File: src/rtl/fifo_pkg.sv
// Shared pointer helpers for the asynchronous FIFO write- and read-domain blocks.
// Conversions operate on a wide zero-extended vector so any pointer width up to PTR_MAX_W can use them.
package fifo_pkg;

    localparam int DEF_ADDRSIZE = 8;
    localparam int PTR_MAX_W    = 32;

    typedef logic [PTR_MAX_W-1:0] ptr_t;

    function automatic ptr_t bin2gray(input ptr_t bin);
        return bin ^ (bin >> 1);
    endfunction

    // Leading zeros of a zero-extended input leave the low bits of the result unchanged.
    function automatic ptr_t gray2bin(input ptr_t gray);
        ptr_t bin;
        bin[PTR_MAX_W-1] = gray[PTR_MAX_W-1];
        for (int i = PTR_MAX_W - 2; i >= 0; i--) begin
            bin[i] = bin[i+1] ^ gray[i];
        end
        return bin;
    endfunction

endpackage

File: src/rtl/fifo_gray2bin.sv
// Parameterised combinational Gray-to-binary converter for synchronised FIFO pointers.
module fifo_gray2bin
    import fifo_pkg::*;
#(
    parameter int W = DEF_ADDRSIZE + 1
) (
    input  logic [W-1:0] gray,
    output logic [W-1:0] bin
);

    always_comb begin
        bin = W'(gray2bin(ptr_t'(gray)));
    end

endmodule

File: src/rtl/wptr_full.sv
// Write-domain pointer and full/almost-full/fill-level/overflow generator for the async FIFO.
// Flags are computed from the next write pointer so wfull asserts on the edge of the last accepted write.
module wptr_full
    import fifo_pkg::*;
#(
    parameter int ADDRSIZE     = DEF_ADDRSIZE,
    parameter int AFULL_MARGIN = 2
) (
    input  logic                wclk,
    input  logic                wrst_n,
    input  logic                winc,
    input  logic [ADDRSIZE:0]   wq2_rptr,
    input  logic                wovf_clr,
    output logic [ADDRSIZE-1:0] waddr,
    output logic [ADDRSIZE:0]   wptr,
    output logic                wfull,
    output logic                walmost_full,
    output logic [ADDRSIZE:0]   wcount,
    output logic                woverflow
);

    localparam int PTR_W = ADDRSIZE + 1;
    localparam int DEPTH = 1 << ADDRSIZE;
    localparam logic [PTR_W-1:0] AFULL_LEVEL = PTR_W'(DEPTH - AFULL_MARGIN);

    logic [PTR_W-1:0] wbin_q, wbin_d;
    logic [PTR_W-1:0] wptr_q, wptr_d;
    logic [PTR_W-1:0] wcount_q, wcount_d;
    logic             wfull_q, wfull_d;
    logic             walmost_full_q, walmost_full_d;
    logic             woverflow_q, woverflow_d;

    logic [PTR_W-1:0] rbin_s;
    logic [PTR_W-1:0] fill_next;
    logic [PTR_W-1:0] full_pattern;
    logic             wr_accept;

    fifo_gray2bin #(
        .W(PTR_W)
    ) u_rptr_g2b (
        .gray(wq2_rptr),
        .bin (rbin_s)
    );

    // Full when the next Gray pointer equals the read pointer with its top two bits inverted.
    always_comb begin
        wr_accept      = winc & ~wfull_q;
        wbin_d         = wbin_q + PTR_W'(wr_accept);
        wptr_d         = PTR_W'(bin2gray(ptr_t'(wbin_d)));
        full_pattern   = {~wq2_rptr[ADDRSIZE:ADDRSIZE-1], wq2_rptr[ADDRSIZE-2:0]};
        wfull_d        = (wptr_d == full_pattern);
        fill_next      = wbin_d - rbin_s;
        wcount_d       = fill_next;
        walmost_full_d = (fill_next >= AFULL_LEVEL);
        woverflow_d    = woverflow_q;
        if (wovf_clr) begin
            woverflow_d = 1'b0;
        end
        if (winc & wfull_q) begin
            woverflow_d = 1'b1;
        end
    end

    always_ff @(posedge wclk or negedge wrst_n) begin
        if (!wrst_n) begin
            wbin_q         <= '0;
            wptr_q         <= '0;
            wcount_q       <= '0;
            wfull_q        <= 1'b0;
            walmost_full_q <= 1'b0;
            woverflow_q    <= 1'b0;
        end else begin
            wbin_q         <= wbin_d;
            wptr_q         <= wptr_d;
            wcount_q       <= wcount_d;
            wfull_q        <= wfull_d;
            walmost_full_q <= walmost_full_d;
            woverflow_q    <= woverflow_d;
        end
    end

    assign waddr        = wbin_q[ADDRSIZE-1:0];
    assign wptr         = wptr_q;
    assign wfull        = wfull_q;
    assign walmost_full = walmost_full_q;
    assign wcount       = wcount_q;
    assign woverflow    = woverflow_q;

endmodule
File: config.mk
export PLATFORM = sky130hd
export DESIGN_NAME = wptr_full
export DESIGN_NICKNAME = d
export VERILOG_FILES = /design/src/rtl/fifo_pkg.sv /design/src/rtl/fifo_gray2bin.sv /design/src/rtl/wptr_full.sv
export SDC_FILE = /design/constraint.sdc
export NUM_CORES = 1
export LEC_CHECK = 0
export BUFFER_PORTS_ARGS = -buffer_cell sky130_fd_sc_hd__buf_4
export CORE_MARGIN = 2
export CORE_UTILIZATION = 30
export DETAILED_ROUTE_END_ITERATION = 16
export MAX_ROUTING_LAYER = met4
export PLACE_DENSITY_LB_ADDON = 0.12
export SLEW_MARGIN = 20
export SYNTH_ARGS = -nofsm -noshare
export SYNTH_HDL_FRONTEND = slang
export SYNTH_SLANG_ARGS = --single-unit
File: constraint.sdc
create_clock -name wclk -period 7.2 [get_ports wclk]
set_input_delay 0.72 -clock wclk [delete_from_list [all_inputs] [get_ports wclk]]
set_output_delay 0.72 -clock wclk [all_outputs]
set_load 0.01 [all_outputs]
Word level (Yosys, flattened, before mapping)
Cells that the tools add are included.
- muxes and demuxes: 2
- shift operators: 0
- magnitude comparators: 1
- add/subtract/negate cells: 2
- divide/modulo/power cells: 0
- equal/unequal tests: 1
- reductions and logical operators: 1
- bitwise logic cells: 13
- multipliers: 0
- operator list (kind ; count):
    $add 9x1->9 ; 1
    $eq 9x9->1 ; 1
    $ge 9x8->1 const B ; 1
    $sub 9x9->9 ; 1
    $xor 9x8->9 ; 1
    $xor 1x1->1 ; 8
    $and 1x1->1 ; 2
    $mux 1 ; 2
    $not 2->2 ; 1
    $reduce_bool 2->1 ; 1
    $not 1->1 ; 1
- output and inout bits: 29
- word-level logic and storage cells: 26
- register bits: 30
- latch bits: 0
- input bits: 13
- memories: 0
- memory bits (read-only): 0
- memory bits (writable): 0

Logic depth before layout (Yosys ltp)
- word-level depth: 10
- mapped depth: 15
- gate-level depth less buffers: 15

Modules after synthesis
Synthesis repeated with hierarchy kept, for this count alone.
- cells, all modules: 181
- area total of the unflattened synthesis: 1859.3 um^2
- by module, submodules not included (module ; cells each ; instances ; area an instance (um^2)):
    wptr_full ; 166 ; 1 ; 1702.9
    fifo_gray2bin ; 15 ; 1 ; 156.4

Worst setup path after synthesis
OpenSTA, ideal clock, no wires.
- path kind: input-to-reg
- start: input port wq2_rptr[8]
- end: register walmost_full_q, in the netlist walmost_full
- slack: 3.264 ns
- cell stages on the path: 15
- data required time: 7.080 ns
- setup time: 0.120 ns
- arrival: 3.815 ns
- cell sequence: xnor3_2 xor2_2 xnor3_2 xor2_2 xor2_2 xnor2_1 ha_1 inv_1 fa_1 a211oi_1 o21ai_0 a21o_1 a21oi_1 xor2_1 a41o_1
- cells in the longest elaborated chain, start to end: 10
- ends and longest elaborated chain (what ; line ; RTL):
    start: declaration ; wptr_full.sv:12 ; input logic [ADDRSIZE:0] wq2_rptr,
    $xor 1x1->1 (8 in series) ; fifo_pkg.sv:19 ; bin[i] = bin[i+1] ^ gray[i];
    $sub 9x9->9 (*) ; wptr_full.sv:52 ; fill_next = wbin_d - rbin_s;
    named net fill_next[8] ; wptr_full.sv:34 ; logic [PTR_W-1:0] fill_next;
    $ge 9x8->1 (*) ; wptr_full.sv:54 ; walmost_full_d = (fill_next >= AFULL_LEVEL);
    named net walmost_full_d ; wptr_full.sv:30 ; logic walmost_full_q, walmost_full_d;
    end signal: assignment ; wptr_full.sv:77 ; walmost_full_q <= walmost_full_d;
    end: declaration ; wptr_full.sv:30 ;
Mark *: on every way through the listed nets, which the timed path passes. The rest lies on a longest branch.
A chain may end at the register's enable or synchronous reset.

Worst setup path after layout
Ends and elaborated chain as after synthesis.

==> metrics.md <==
| Metric | Value |
|---|---|
| Final setup viols | `0` |
| Net Sw Power | `0.4053 mW` |
| Vias per inst | `4.408` |
| Buffers on Ports | `41` |
| Pre-antenna DRT Iters | `4` |
| Synth top area share | `45.21%` |
| Sequential cell area | `725.7 µm²` |
| Startpoint Class | `primary input` |
| Final instance area | `2083 µm²` |
| TNS Setup | `0 ns` |
| Post-synth top area cell | `dfrtp_1` |
| RSZ-0062 raised after global routing | `false` |
| Floorplan row count | `26` |
| Setup crit end | `walmost_full` |
| Crit-path slowest cell | `xnor3_2` |
| Crit share post-route | `56.26%` |
| Share of cells above drive strength 1 | `27.60%` |
| Timing startpoint of the critical path | `wq2_rptr[8]` |
| Fill count | `536` |
| Num CTS Buffers | `5` |
| R2R Setup Slk | `4.17 ns` |
| LEAKAGE | `1.002 nW` |
| Cell Chain, Critical Path | `buf_4 -> xnor3_2 -> xor2_2 -> xnor3_2 -> xor2_2 -> xor2_2 -> xnor2_1 -> ha_1 -> inv_1 -> fa_1 -> a211oi_1 -> o21ai_0 -> a21o_1 -> a21oi_1 -> xor2_1 -> a41o_1` |
| Met1 Resource Use GR | `15.18%` |
| # nets final | `216` |
| Skew-Pair Late Insertion Delay | `0.28 ns` |
| Most common cell on crit path | `xor2_2` |
| Max Cap Violations | `0` |
| Final Hold Violating Endpoints | `0` |
| IO Pins | `42` |
| TritonCTS clock tree | `done` |
| Initial Utilization | `31.23%` |
| Ant. Diodes | `0` |
| Cts hold-fix bufs | `0` |
| Met2 usage | `21.91%` |
| Tot GR Track Use | `13.45%` |
| Reg2reg start | `wfull` |
| Chip Width | `77.15 µm` |
| Detailed Route Iter0 Violations | `32` |
| CTS HTree Levels | `2` |
| Routed Antenna Nets | `0` |
| Register area share after synthesis | `45.21%` |
| Overall power | `0.9829 mW` |
| CP Capture Type | `flop` |
| Post-CTS setup buffers | `0` |
| Clock Sinks | `29` |
| Die ar. | `5952 µm²` |
| Post-Route WL | `3377 µm` |
| CTS clk-pin slew, worst paths | `0.06 ns` |
| Tightest Pin Transition | `0.5779 ns` |
| Sequential power share | `28.3%` |
| Pint | `0.5776 mW` |
| Status | `complete, no violations` |
| CP max stage delay | `0.45 ns` |
| Cell Area, Placed | `1997 µm²` |
| Syn. warnings | `0` |
| Core box area | `5140 µm²` |
| Met3 Use GR | `5.294%` |
| DRC Markers | `0` |
| Most frequent cells in the layout | `41 x buf_4, 29 x dfrtp_1, 18 x xnor2_1` |
| Clk root buf | `clkbuf_8` |
| Commonest non-fill, non-tap cell in the layout | `buf_4` |
| Largest net degree at the start of global routing | `30` |
| Critical path class | `in -> reg` |
| Data arrival, critical path | `4.22 ns` |
| Slew margin rel. | `61.19%` |
| Wire per inst | `12.89 µm` |
| Power Density | `471.8 nW/µm²` |
| Vias post-DR | `1,155` |
| R2R depth | `13` |
| Syn Std Cell Area | `1605 µm²` |
| Die H | `77.15 µm` |
| Period minus WS final | `4.050 ns` |
| Post-synthesis cell count | `145` |
| Initial antenna violation count | `0` |
| First-pass GRT wire length | `5934 µm` |
| R2r endpoint | `walmost_full` |
| Multi-input gate area | `838.3 µm²` |
| Gate power share | `58.2%` |
| Fmax | `0.2469 GHz` |
| HPWL after detailed placement | `2636 µm` |
| CTS resizes | `0` |
| Worst Clk Skew | `0.003419 ns` |
| VDD IR max | `0.2138 mV` |
| Net Sw Frac | `41.24%` |
| Mapped Nets | `169` |
| Clock Path Buffers | `2` |
| Final GP Congestion | `0.7053` |
| Count of cell types in the netlist | `29` |
| Syn_area_per_cell | `11.07 µm²` |
| Vias in the first global route | `1,291` |
| Synthesized flop and latch total | `29` |
| Max FO, Critical Path | `3` |
| Total gr overflow | `0` |
| Clock share of power | `13.5%` |
| HP Class | `in -> async` |
| Largest cells by area after synthesis | `dfrtp_1 45%, xnor2_1 9.8%, ha_1 7.8%` |
| Critical Path RT | `7.37 ns` |
| Global route hottest layer | `met2` |
| Max Slew Vio Count | `0` |
| P&R area growth vs syn | `29.77%` |
[state kept, by name (all words and copies together) (netlist names)]
signal and count:
wptr 8, wfull 1, woverflow 1, walmost_full 1
wbin_q 9, wcount 9
[cells by family after synthesis]
| logic type | Yosys count | share of synthesized area, % |
|---|---|---|
| compound gates | 21 | 8.651 |
| buf+inv | 11 | 2.572 |
| xor+xnor | 38 | 24.47 |
| simple gates | 35 | 10.05 |
| fa+ha+maj | 11 | 9.041 |
| flops | 29 | 45.21 |
[metal layers]
metal	share of wire (%)	vias up	routed length (µm)
li1	-	575	-
met1	43	550	1464
met2	51	25	1706
met3	4.6	5	157
met4	1.5	0	49
met5	0	-	0
[synth_stat cells, drive strengths merged]
cell type  number
inv            10
fa              1
nand2           7
xor2           17
a41o            1
a211oi          3
a22oi           1
clkbuf          1
nand3b          1
nor2b           1
a221oi          1
ha             10
nand4           2
dfrtp          29
o31ai           1
nand2b          2
a21oi           3
o21a            2
xnor3           2
or3             1
a21boi          1
nand3           5
a21o            2
xnor2          19
nor2           15
and4            1
o21ai           6
[cell type report]
cell class,instances,share of cell area [%]
sequential,29,34.83
multi-input combinational,105,40.24
inverter,10,1.802
timing repair buffer,41,14.77
clock buffer,7,4.144
tap,70,4.204
[metrics by stage]
stage	utilization (%)	hold WS [ns]	std cells	setup slack [ns]
2_1_floorplan	-	0.4244	145	3.264
4_1_cts	40.53	0.3681	262	3.121
5_1_grt	40.53	0.3768	262	2.776
6_report	40.53	0.3574	262	3.150
3_3_place_gp	38.85	0.4895	255	2.944
3_5_place_dp	38.85	0.5141	255	2.838
[power by group through the flow]
stage | registers, mW | logic, mW | clock network (mW)
floorplan | 0.304 | 0.354 | 0
global placement | 0.279 | 0.572 | 0
detailed placement | 0.279 | 0.575 | 0
CTS | 0.279 | 0.583 | 0.138
global route | 0.287 | 0.649 | 0.147
finish | 0.278 | 0.572 | 0.133
[worst min-delay path by stage]
stage          startpoint      endpoint  slack, ns  cells past startpoint
4_1_cts            wrst_n       wptr[1]       0.37                      1
2_1_floorplan      wrst_n  walmost_full       0.42                      0
3_3_place_gp        wfull     woverflow       0.49                      2
3_5_place_dp        wfull     woverflow       0.51                      2
5_1_grt            wrst_n       wptr[1]       0.38                      1
6_report           wrst_n     wbin_q[4]       0.36                      1
[worst max-delay path, delay by kind of cell]
kind            cells  cell delay [ns]
xor+xnor            7             1.73
buf+inv             2             0.15
compound gates      5             1.00
fa+ha+maj           2             0.60
(Power assumes the default switching activity.)
